--- src/rtl/aes_shift_rows_if.sv ---
// Handshake/data bundle for the AES ShiftRows stage.
// The master side presents a state and a direction. The slave side returns
// the permuted state one clock later.
interface aes_shift_rows_if;
   logic         in_valid;
   logic         inverse;
   logic [127:0] state_in;
   logic         out_valid;
   logic [127:0] state_out;

   modport master (
      output in_valid,
      output inverse,
      output state_in,
      input  out_valid,
      input  state_out
   );

   modport slave (
      input  in_valid,
      input  inverse,
      input  state_in,
      output out_valid,
      output state_out
   );
endinterface

--- src/rtl/aes_shift_rows.sv ---
// AES ShiftRows / InvShiftRows stage.
// The stage is a fixed byte permutation of the 128-bit state. A single
// register follows it, so the latency is one clock and a new state can be
// accepted every clock.
// Byte k occupies bits [127-8k -: 8]. The state is column-major, so
// s[r][c] is byte 4c+r.
module aes_shift_rows (
   input  logic              clk,
   input  logic              rst,
   aes_shift_rows_if.slave   bus
);

   // Forward wiring. Row r rotates left by r, so out s[r][c] = in s[r][(c+r) mod 4].
   function automatic logic [127:0] shift_rows_fwd(input logic [127:0] s);
      logic [127:0] p;
      p = '0;
      for (int c = 0; c < 4; c++) begin
         for (int r = 0; r < 4; r++) begin
            p[127-8*(4*c+r) -: 8] = s[127-8*(4*((c+r)%4)+r) -: 8];
         end
      end
      return p;
   endfunction

   // Inverse wiring. Row r rotates right by r, so out s[r][c] = in s[r][(c-r) mod 4].
   function automatic logic [127:0] shift_rows_inv(input logic [127:0] s);
      logic [127:0] p;
      p = '0;
      for (int c = 0; c < 4; c++) begin
         for (int r = 0; r < 4; r++) begin
            p[127-8*(4*c+r) -: 8] = s[127-8*(4*((c+4-r)%4)+r) -: 8];
         end
      end
      return p;
   endfunction

   logic [127:0] fwd_perm;
   logic [127:0] inv_perm;
   logic         use_inverse;
   logic [127:0] permuted;
   logic [127:0] state_q;
   logic         valid_q;

   assign fwd_perm = shift_rows_fwd(bus.state_in);
   assign inv_perm = shift_rows_inv(bus.state_in);

   // Select the direction. inverse only matters on a valid cycle, so an idle
   // X on it cannot reach the mux select.
   always_comb begin
      // NOTE: assign every always_comb output first on every path. A path that
      // leaves a signal unassigned infers a latch.
      use_inverse = 1'b0;
      permuted    = fwd_perm;
      use_inverse = bus.in_valid & bus.inverse;
      if (use_inverse) begin
         permuted = inv_perm;
      end
   end

   // Output register. It captures on in_valid, holds its value when idle, and
   // reset takes priority over a concurrent input.
   always_ff @(posedge clk) begin
      // NOTE: sequential state uses non-blocking (<=) so every flop samples
      // its pre-edge values. The reset is synchronous and clears only the
      // datapath register, because there is no memory array here.
      if (rst) begin
         state_q <= '0;
         valid_q <= 1'b0;
      end else if (bus.in_valid) begin
         state_q <= permuted;
         valid_q <= 1'b1;
      end else begin
         valid_q <= 1'b0;
      end
   end

   assign bus.state_out = state_q;
   assign bus.out_valid = valid_q;

endmodule

--- src/flat_wrapper.sv ---
// flat-port wrapper written by rule: the top's interface ports become plain ports
module aes_shift_rows_flat 
  (clk, rst, bus_in_valid, bus_inverse, bus_state_in, bus_out_valid, bus_state_out);
  aes_shift_rows_if bus_i ();
  input  logic clk;
  input  logic rst;
  input wire logic [$bits(bus_i.in_valid)-1:0] bus_in_valid;
  input wire logic [$bits(bus_i.inverse)-1:0] bus_inverse;
  input wire logic [$bits(bus_i.state_in)-1:0] bus_state_in;
  output wire logic [$bits(bus_i.out_valid)-1:0] bus_out_valid;
  output wire logic [$bits(bus_i.state_out)-1:0] bus_state_out;
  assign bus_i.in_valid = bus_in_valid;
  assign bus_i.inverse = bus_inverse;
  assign bus_i.state_in = bus_state_in;
  assign bus_out_valid = bus_i.out_valid;
  assign bus_state_out = bus_i.state_out;
  aes_shift_rows u_core (.clk(clk), .rst(rst), .bus(bus_i));
endmodule
--- config.mk ---
export PLATFORM = sky130hd
export DESIGN_NAME = aes_shift_rows_flat
export DESIGN_NICKNAME = d
export VERILOG_FILES = /design/src/rtl/aes_shift_rows_if.sv /design/src/rtl/aes_shift_rows.sv /design/src/flat_wrapper.sv
export SDC_FILE = /design/constraint.sdc
export NUM_CORES = 1
export LEC_CHECK = 0
export ABC_AREA = 0
export BUFFER_PORTS_ARGS = -buffer_cell sky130_fd_sc_hd__buf_2
export CAP_MARGIN = 20
export CELL_PAD_IN_SITES_DETAIL_PLACEMENT = 1
export CELL_PAD_IN_SITES_GLOBAL_PLACEMENT = 1
export CORE_ASPECT_RATIO = 0.6
export CORE_UTILIZATION = 36
export DETAILED_ROUTE_END_ITERATION = 10
export PLACE_DENSITY = 0.88
export SLEW_MARGIN = 20
export SYNTH_ARGS = -nofsm -noshare
export SYNTH_HDL_FRONTEND = slang
export SYNTH_SLANG_ARGS = --single-unit
--- constraint.sdc ---
create_clock -name clk -period 2.06 [get_ports clk]
set_input_delay 0.515 -clock clk [delete_from_list [all_inputs] [get_ports clk]]
set_output_delay 0.515 -clock clk [all_outputs]
set_load 0.01 [all_outputs]
---- Word-level counts from Yosys, hierarchy flattened ----
Index checks and enable logic that the tools add are counted.
storage, ports and cells
  word-level logic and storage cells ...... 5
  output and inout port bits .............. 129
  input port bits ......................... 132
  register bits after elaboration ......... 129
cells by class
  multiplexer cells ....................... 2
  bitwise gates (word level) .............. 1
operators with widths
  cell                count
  120-bit 2-to-1 mux  1
  1-bit AND           1
  1-bit 2-to-1 mux    1

---- Longest topological paths before layout ----
Gate-level depths: netlist (run 1).
  word-level depth ........................ 2
  gate-level depth with buffers ........... 5
  depth with buffers taken out ............ 2

---- Worst setup path before layout (run 1) ----
OpenSTA, ideal clock, no wires.
  kind .................................... input to register
  start ................................... input port bus_in_valid
  end ..................................... register u_core.state_q[120] (netlist: u_core.bus.state_out[120])
  required time ........................... 1.932 ns
  stages on the path ...................... 5
  setup time .............................. 0.128 ns
  arrival time ............................ 1.186 ns
  path slack .............................. 0.747 ns
  path buffers ............................ 3
  path through ............................ buf_2 buf_2 buf_4 mux2i_1 nor2_1
RTL lines
  element               RTL line              RTL
  start, declared       flat_wrapper.sv:7     input wire logic [$bits(bus_i.in_valid)-1:0] bus_in_valid;
  end signal, assigned  aes_shift_rows.sv:70  state_q <= permuted;
  end, declared         aes_shift_rows.sv:41  logic [127:0] state_q;

---- Worst setup path in the final report (run 1) ----
  start ................................... register u_core.state_q[112] (netlist: u_core.bus.state_out[112])
  end ..................................... output port bus_state_out[112]
RTL lines
  element        RTL line            RTL
  end, declared  flat_wrapper.sv:11  output wire logic [$bits(bus_i.state_out)-1:0] bus_state_out;
No word-level cell between the ends.

==> results.ini, run 1 <==
[clocking]
cts_buffers = 17
cts.hold.buffers_added = 0
cts_resized = 0
cts-root-buf = clkbuf_16
htreeDepth = 4
clock_latency_ps = 390
cts_setup_buffers = 0
cts_tree = done
cts_num_sinks = 129
clk_pin_slew_ps = 60
ctsLongestPathBuffers = 2

[timing]
period_minus_slack_ps = 1417
min_period_over_period = 0.6878
fmax_mhz = 705.8
relSlewSlack = 0.7342
worst_pin_slew_ps = 398.8
fin_skew_ps = 0
drv_slew = 0
rsz0062_at_grt = false
fin_setup_tns_ps = 0
hold_slack_ps = 345.3
hold_viol = 0
final-setup-viol-count = 0

[worst_setup_path]
cp.arrival_ps = 900
critPathRequiredTime_ps = 1540
crit_family = flip-flops
reg2regPathDepth = 2
crit_start = u_core.bus.state_out[112]$_SDFFE_PP0P_
start_kind = flop
crit_path_end_kind = output pin
slowest_delay_ps = 340
path_cells = buf_2
critPathKind = reg2out
cp_num_buf_inv = 1
reg2reg_from = u_core.bus.state_out[48]$_SDFFE_PP0P_
worst_path_max_delay_cell = dfxtp_1
r2r_end = u_core.bus.state_out[48]$_SDFFE_PP0P_
crit_fanout = 2
reg2reg_slack_ps = 1310

[global_route]
grt_pass1_vias = 4671
grt.total_usage = 0.2046
overflow = 0
grt_start_max_net_pins = 59
grt_pass1_wl_microns = 23490
antenna_found_initial = 0

[die]
dieArea_sq_um = 14840
core_sq_um = 13830
row_count = 33
die_h_microns = 94.77
io_pins = 261
initial_core_util = 0.3733
die_w_microns = 156.6

[final_layout]
register_area_sq_um = 2582
n_antenna_cell = 0
drive_above_1_share = 0.4053
multiInputGateArea_sq_um = 2258
mostFrequentLayoutCell = buf_2
layout_common_cells = buf_2 (257), dfxtp_1 (129), mux2i_1 (128), nor2_1 (128), a211oi_1 (62)
area_growth_pct = 39.98
nNetsFinal = 874
fin_cells = 947
n_fill_cell = 1588

[yosys]
synth_nets = 625
synth_cell_type_count = 13
muxShareOfSynthArea = 0.2481
synth_compound_area_frac = 0.09498
synth-xor-area-share = 0
synthSimpleGateAreaFrac = 0.09426
synth.avg_cell_area_sq_um = 10.47
synth-seq-area-share = 0.5001
synth_fa_ha_area_frac = 0
ys_ff_latch = 129
syn_inst = 493
synth_area_sq_um = 5164
yosysWarnings = 0
synth_top_family_by_area = multiplexers

[route]
drt-total-wl_microns = 15580
vias = 4504
dr_wl_met2_microns = 7744
wl_met3_microns = 985
m1WireLength_microns = 6647
top_layer = met4
viasPerCell = 4.756
drt-initial-drc-count = 175
drc = 0
routedWlPerCell_microns = 16.46
drt_pass1_iterations = 4
ant_nets = 0

[placement]
portBuffers = 260
gp_congestion = 0.7540
hpwlAfterDp_microns = 11550
post-place-cells = 915

[power]
power.density_nw_per_um2 = 970.4
irDropWorstVdd_uv = 488.0
leakage_nw = 3.696

[min_path]
hold-path-cell-count = 3
hold_path.class = in2reg
holdCritStartpoint = bus_state_in[73]
hold_end = u_core.bus.state_out[9]$_SDFFE_PP0P_

[job]
max_cap_violations = 0

[outcome]
status = finished clean

[cells in the mapped netlist]
library cell / instances / share of area
dfxtp_1: 129 / 0.50
buf_12: 6 / 0.023
buf_6: 1 / 0.0022
buf_8: 1 / 0.0029
nor2_1: 128 / 0.093
buf_4: 7 / 0.010
buf_2: 15 / 0.015
a211oi_2: 2 / 0.0048
nor2b_1: 1 / 0.0012
clkbuf_1: 11 / 0.0080
a211oi_1: 62 / 0.090
mux2i_1: 128 / 0.25
buf_1: 2 / 0.0015
[state kept, by name (all words and copies together) (netlist names)]
register / flops
u_core.bus.state_out: 128
u_core.bus.out_valid: 1
[layout make-up]
| cell class | count | area share |
|---|---|---|
| clock inverters | 12 | 0.02839 |
| clock buffers | 20 | 0.06318 |
| repair buffers | 273 | 0.2055 |
| multi-input cells | 321 | 0.3124 |
| flip-flops and latches | 129 | 0.3573 |
| well taps | 192 | 0.03324 |
[through the flow]
stage | util | cell area (sq um) | power, mW | setup slack (ps)
final | 0.5226 | 7228 | 7.014 | 643.1
after global routing | 0.5226 | 7228 | 7.319 | 587.9
after CTS | 0.5226 | 7228 | 7.114 | 621.6
after detailed placement | 0.4747 | 6566 | 3.712 | 465.7
after global placement | 0.4747 | 6566 | 3.654 | 499.4
after floorplan | - | 5164 | 3.307 | 746.7
[power breakdown]
part | leakage (nW) | total [mW] | switching (mW) | internal (mW)
Combinational | 2.31 | 0.901 | 0.485 | 0.416
Sequential | 1.07 | 2.75 | 0.0884 | 2.67
Clock | 0.317 | 3.36 | 1.14 | 2.22
[cell families after synthesis]
kind of cell	count (synthesis)
DFF	129
and+or+nand+nor	129
muxes	128
AOI/OAI and AO/OA	64
buffers and inverters	43
[metal layers]
| metal | up-vias | GRT usage |
|---|---|---|
| li1 | 2220 | - |
| met1 | 2116 | 0.2321 |
| met2 | 152 | 0.3657 |
| met5 | - | 0 |
| met4 | 0 | 0.08088 |
| met3 | 16 | 0.05828 |
[how the worst max path moves through the flow]
stage / endpoint / slack (ps) / cells after the start
after floorplan: u_core.bus.state_out[120]$_SDFFE_PP0P_ / 750 / 5
after CTS: bus_state_out[0] / 620 / 1
after global routing: bus_state_out[50] / 590 / 1
after detailed placement: u_core.bus.state_out[100]$_SDFFE_PP0P_ / 470 / 4
final: bus_state_out[112] / 640 / 1
after global placement: u_core.bus.state_out[1]$_SDFFE_PP0P_ / 500 / 4
[worst register-to-register path: stages, from the launching register on]
cell      delay (ps)
dfxtp_1          330
nor2_1            50
a211oi_1         270
Power figures use the tool's default switching activity.
==> inputs of run 2 (changes only) <==
--- a/config.mk
+++ b/config.mk
@@ -11,9 +11,9 @@
 export CELL_PAD_IN_SITES_DETAIL_PLACEMENT = 1
 export CELL_PAD_IN_SITES_GLOBAL_PLACEMENT = 1
 export CORE_ASPECT_RATIO = 0.6
-export CORE_UTILIZATION = 36
+export CORE_UTILIZATION = 33
 export DETAILED_ROUTE_END_ITERATION = 10
-export PLACE_DENSITY = 0.88
+export PLACE_DENSITY = 0.82
 export SLEW_MARGIN = 20
 export SYNTH_ARGS = -nofsm -noshare
 export SYNTH_HDL_FRONTEND = slang
==> constraint.sdc (replaced) <==
create_clock -name clk -period 1.4 [get_ports clk]
set_input_delay 0.35 -clock clk [delete_from_list [all_inputs] [get_ports clk]]
set_output_delay 0.35 -clock clk [all_outputs]
set_load 0.01 [all_outputs]
==> results.ini, run 2 (same netlist as run 1, synthesis figures left out) <==
[outcome]
status = finished clean  ; unchanged

[timing]
fin_setup_tns_ps = 0  ; unchanged
fmax_mhz = 798.1
worst_pin_slew_ps = 309.2  ; was 398.8 ps
fin_skew_ps = 0  ; unchanged
period_minus_slack_ps = 1253
drv_slew = 0  ; unchanged
min_period_over_period = 0.8950
relSlewSlack = 0.7939  ; was 0.7342
final-setup-viol-count = 0  ; unchanged
rsz0062_at_grt = false  ; unchanged
hold_viol = 0  ; unchanged

[power]
leakage_nw = 3.651  ; was 3.696 nW
irDropWorstVdd_uv = 722.7  ; was 488.0 uV
power.density_nw_per_um2 = 1325  ; was 970.4 nW/um^2

[worst_setup_path]
crit_family = flip-flops  ; unchanged
crit_path_end_kind = output pin  ; unchanged
critPathRequiredTime_ps = 1050  ; was 1540 ps
start_kind = flop  ; unchanged
cp.arrival_ps = 900  ; about the same
slowest_delay_ps = 360  ; was 340 ps
cp_num_buf_inv = 1  ; unchanged
crit_fanout = 2  ; unchanged
worst_path_max_delay_cell = dfxtp_1  ; unchanged
critPathKind = reg2out  ; unchanged
path_cells = buf_2  ; unchanged

[final_layout]
nNetsFinal = 873  ; was 874
drive_above_1_share = 0.4024  ; was 0.4053
layout_common_cells = buf_2 (257), dfxtp_1 (129), mux2i_1 (128), nor2_1 (128), a211oi_1 (62)  ; unchanged
area_growth_pct = 38.74  ; was 39.98%
n_antenna_cell = 0  ; unchanged
largest_reg_flops = 128  ; unchanged
mostFrequentLayoutCell = buf_2  ; unchanged
fin_cells = 951  ; was 947

[die]
die_w_microns = 163.5  ; was 156.6 microns
row_count = 34  ; was 33
dieArea_sq_um = 16170  ; was 14,840 sq um
die_h_microns = 98.90  ; was 94.77 microns
initial_core_util = 0.3468  ; was 0.3733
core_sq_um = 14890  ; was 13,830 sq um
io_pins = 261  ; unchanged

[min_path]
hold_path.class = in2reg  ; unchanged

[clocking]
clock_latency_ps = 390  ; about the same
ctsLongestPathBuffers = 2  ; unchanged
cts_resized = 0  ; unchanged
cts-root-buf = clkbuf_16  ; unchanged
cts_buffers = 17  ; unchanged
cts.hold.buffers_added = 0  ; unchanged
clk_pin_slew_ps = 60  ; about the same
cts_setup_buffers = 0  ; unchanged
cts_tree = done  ; unchanged
cts_num_sinks = 129  ; unchanged
htreeDepth = 4  ; unchanged

[global_route]
overflow = 0  ; unchanged
grt_pass1_vias = 4796  ; was 4,671
grt.total_usage = 0.1907  ; was 0.2046
antenna_found_initial = 0  ; unchanged
grt_start_max_net_pins = 67  ; was 59
grt_pass1_wl_microns = 24220  ; was 23,490 microns

[placement]
hpwlAfterDp_microns = 11670  ; was 11,550 microns
post-place-cells = 920  ; was 915
gp_congestion = 0.8372  ; was 0.7540
portBuffers = 260  ; unchanged

[route]
drc = 0  ; unchanged
viasPerCell = 4.790  ; was 4.756
routedWlPerCell_microns = 16.46  ; about the same
ant_nets = 0  ; unchanged
drt_pass1_iterations = 4  ; unchanged
vias = 4555  ; was 4,504
drt-initial-drc-count = 215  ; was 175
drt-total-wl_microns = 15650  ; was 15,580 microns

[job]
max_cap_violations = 0  ; unchanged

run 2: power breakdown:
group	leakage [nW]	internal, mW	switching (mW)
Sequential	1.07	3.92	0.128
Combinational	2.32	0.627	0.721
Clock	0.259	2.44	1.65
Total	3.65	6.99	2.50
run 2: per-stage QoR:
step	power (mW)	area [sq um]	utilization	setup slack [ps]	hold slack (ps)
CTS	9.615	7164	0.4812	121.8	165.9
global placement	5.412	6616	0.4444	162.6	465.8
global route	9.926	7164	0.4812	99.54	177.8
floorplan	4.866	5164	-	251.7	497.2
finish	9.492	7164	0.4812	147.0	185.1
detailed placement	5.484	6616	0.4444	85.14	477.7
run 2: per-layer routing:
metal  vias up  global-route usage  routed length, microns
li1       2220                   -                       -
met1      2166              0.2278                    6756
met2       156              0.3325                    7693
met3        13             0.05766                    1051
met4         0             0.04915                     149
met5         -                   0                       0
run 2: worst paths after layout:
check	from	end	slack [ps]	cells past startpoint
worst min register to register	u_core.bus.state_out[51]$_SDFFE_PP0P_	u_core.bus.state_out[51]$_SDFFE_PP0P_	480	2
worst max-delay path	u_core.bus.state_out[104]$_SDFFE_PP0P_	bus_state_out[104]	150	1
worst max register to register	u_core.bus.state_out[6]$_SDFFE_PP0P_	u_core.bus.state_out[6]$_SDFFE_PP0P_	660	2
worst min-delay path	bus_state_in[93]	u_core.bus.state_out[93]$_SDFFE_PP0P_	190	3
run 2: layout make-up:
| class | count | area (sq um) |
|---|---|---|
| timing repair buffer | 272 | 1528 |
| clock inverter | 12 | 115.1 |
| tap | 198 | 247.7 |
| fill | 1771 | 7725 |
| multi-input combinational | 321 | 2258 |
| clock buffer | 19 | 432.9 |
| sequential | 129 | 2582 |
==> inputs of run 3 (changes only) <==
--- a/config.mk
+++ b/config.mk
@@ -6,14 +6,15 @@
 export NUM_CORES = 1
 export LEC_CHECK = 0
 export ABC_AREA = 0
-export BUFFER_PORTS_ARGS = -buffer_cell sky130_fd_sc_hd__buf_2
 export CAP_MARGIN = 20
 export CELL_PAD_IN_SITES_DETAIL_PLACEMENT = 1
 export CELL_PAD_IN_SITES_GLOBAL_PLACEMENT = 1
-export CORE_ASPECT_RATIO = 0.6
-export CORE_UTILIZATION = 33
+export CORE_ASPECT_RATIO = 0.8
+export CORE_UTILIZATION = 46
 export DETAILED_ROUTE_END_ITERATION = 10
+export DONT_BUFFER_PORTS = 1
 export PLACE_DENSITY = 0.82
+export SKIP_LAST_GASP = 1
 export SLEW_MARGIN = 20
 export SYNTH_ARGS = -nofsm -noshare
 export SYNTH_HDL_FRONTEND = slang
==> results.ini, run 3 (same netlist as run 1, synthesis figures left out) <==
[outcome]
status = finished clean  ; unchanged

[timing]
min_period_over_period = 0.8446  ; was 0.8950
worst_pin_slew_ps = 235.4  ; was 309.2 ps
fin_skew_ps = 0  ; unchanged
period_minus_slack_ps = 1182  ; was 1253 ps
fmax_mhz = 845.7  ; was 798.1 MHz
setup_slack_ps = 217.6  ; was 147.0 ps
final-setup-viol-count = 0  ; unchanged
hold_viol = 0  ; unchanged
drv_slew = 0  ; unchanged
fin_setup_tns_ps = 0  ; unchanged
relSlewSlack = 0.8421  ; was 0.7939
rsz0062_at_grt = false  ; unchanged

[final_layout]
area_growth_pct = 11.51  ; was 38.74%
largest_reg_flops = 128  ; unchanged
register_area_sq_um = 2582  ; unchanged
n_fill_cell = 1181  ; was 1,771
fin_util = 0.5287  ; was 0.4812
nNetsFinal = 605  ; was 873
layout_common_cells = dfxtp_1 (129), mux2i_1 (128), nor2_1 (128)  ; was buf_2 (257), dfxtp_1 (129), mux2i_1 (128), nor2_1 (128), a211oi_1 (62)
n_antenna_cell = 0  ; unchanged
drive_above_1_share = 0.06996  ; was 0.4024
mostFrequentLayoutCell = dfxtp_1  ; was buf_2
multiInputGateArea_sq_um = 2258  ; unchanged
fin_cells = 630  ; was 951

[route]
drt-total-wl_microns = 12680  ; was 15,650 microns
drt_pass1_iterations = 4  ; unchanged
routedWlPerCell_microns = 20.13  ; was 16.46 microns
ant_nets = 0  ; unchanged
vias = 3521  ; was 4,555
drt-initial-drc-count = 182  ; was 215
drc = 0  ; unchanged
viasPerCell = 5.589  ; was 4.790

[clocking]
htreeDepth = 4  ; unchanged
cts_buffers = 17  ; unchanged
cts_tree = done  ; unchanged
cts-root-buf = clkbuf_16  ; unchanged
ctsLongestPathBuffers = 2  ; unchanged
cts_resized = 0  ; unchanged
cts_num_sinks = 129  ; unchanged
cts_setup_buffers = 0  ; unchanged
clk_pin_slew_ps = 60  ; about the same
clock_latency_ps = 400  ; was 390 ps
cts.hold.buffers_added = 4  ; was 0

[worst_setup_path]
crit_start = u_core.bus.state_out[105]$_SDFFE_PP0P_  ; was u_core.bus.state_out[104]$_SDFFE_PP0P_
cp.arrival_ps = 830  ; was 900 ps
reg2reg_slack_ps = 600  ; was 660 ps
critPathRequiredTime_ps = 1050  ; about the same
worstSetupEndpoint = bus_state_out[105]  ; was bus_state_out[104]
crit_fanout = 2  ; unchanged
reg2reg_from = u_core.bus.state_out[22]$_SDFFE_PP0P_  ; was u_core.bus.state_out[6]$_SDFFE_PP0P_
crit_path_end_kind = output pin  ; unchanged
critPathKind = reg2out  ; unchanged
reg2regPathDepth = 2  ; unchanged
start_kind = flop  ; unchanged
cp.depth = 0  ; was 1
r2r_end = u_core.bus.state_out[22]$_SDFFE_PP0P_  ; was u_core.bus.state_out[6]$_SDFFE_PP0P_

[global_route]
antenna_found_initial = 0  ; unchanged
overflow = 0  ; unchanged
grt_pass1_vias = 3760  ; was 4,796
grt.total_usage = 0.2178  ; was 0.1907
grt_pass1_wl_microns = 19710  ; was 24,220 microns
grt_start_max_net_pins = 194  ; was 67

[placement]
post-place-cells = 594  ; was 920
portBuffers = 0  ; was 260
place_ws_ps = 552.9  ; was 85.14 ps
hpwlAfterDp_microns = 8084  ; was 11,670 microns
gp_congestion = 0.7433  ; was 0.8372

[job]
max_cap_violations = 0  ; unchanged

[power]
leakage_nw = 2.481  ; was 3.651 nW
irDropWorstVdd_uv = 935.0  ; was 722.7 uV
power.density_nw_per_um2 = 1700  ; was 1325 nW/um^2

[die]
initial_core_util = 0.4741  ; was 0.3468
die_h_microns = 96.77  ; was 98.90 microns
die_w_microns = 120.5  ; was 163.5 microns
row_count = 34  ; unchanged
dieArea_sq_um = 11660  ; was 16,170 sq um
io_pins = 261  ; unchanged
core_sq_um = 10890  ; was 14,890 sq um

[min_path]
hold_path.class = in2reg  ; unchanged

## run 3: worst min path at each step
stage                                  from                                endpoint  slack [ps]  depth (start not counted)
final                                   rst   u_core.bus.state_out[77]$_SDFFE_PP0P_          30                          1
after global routing                    rst   u_core.bus.state_out[57]$_SDFFE_PP0P_           1                          1
after CTS                               rst    u_core.bus.state_out[9]$_SDFFE_PP0P_         0.4                          1
after detailed placement                rst   u_core.bus.state_out[73]$_SDFFE_PP0P_         430                          1
after global placement                  rst   u_core.bus.state_out[58]$_SDFFE_PP0P_         430                          1
after floorplan           bus_state_in[120]  u_core.bus.state_out[120]$_SDFFE_PP0P_         500                          2
## run 3: per-stage QoR
stage	instance area (sq um)	power (mW)	hold slack (ps)
after global routing	5758	10.16	1.043
after global placement	5021	4.720	430.4
after floorplan	5164	4.866	497.2
final	5758	9.787	25.88
after detailed placement	5021	4.765	432.4
after CTS	5758	9.900	0.3583
## run 3: final cells by class
cell class / count / area share
sequential: 129 / 0.4485
multi-input combinational: 321 / 0.3922
clock buffer: 20 / 0.07931
clock inverter: 12 / 0.03998
tap: 144 / 0.03129
timing repair buffer: 4 / 0.008692
## run 3: report_power, final
part           internal (mW)  switching, mW
Combinational          0.292          0.190
Clock                   3.45           1.63
Sequential              3.92          0.302
Total                   7.66           2.12
## run 3: layer usage
layer | global-route usage | share of wire | vias up
met5 | 0 | 0 | -
met2 | 0.3793 | 0.50 | 147
li1 | - | - | 1681
met1 | 0.2232 | 0.38 | 1670
met3 | 0.09729 | 0.094 | 23
met4 | 0.09782 | 0.024 | 0
## run 3: worst register-to-register path, delay by kind of cell, from the launching register on
| family | cells | cell delay [ps] |
|---|---|---|
| flip-flops | 1 | 400 |
| AND/OR/NAND/NOR | 1 | 60 |
| AO/OA/AOI/OAI | 1 | 240 |
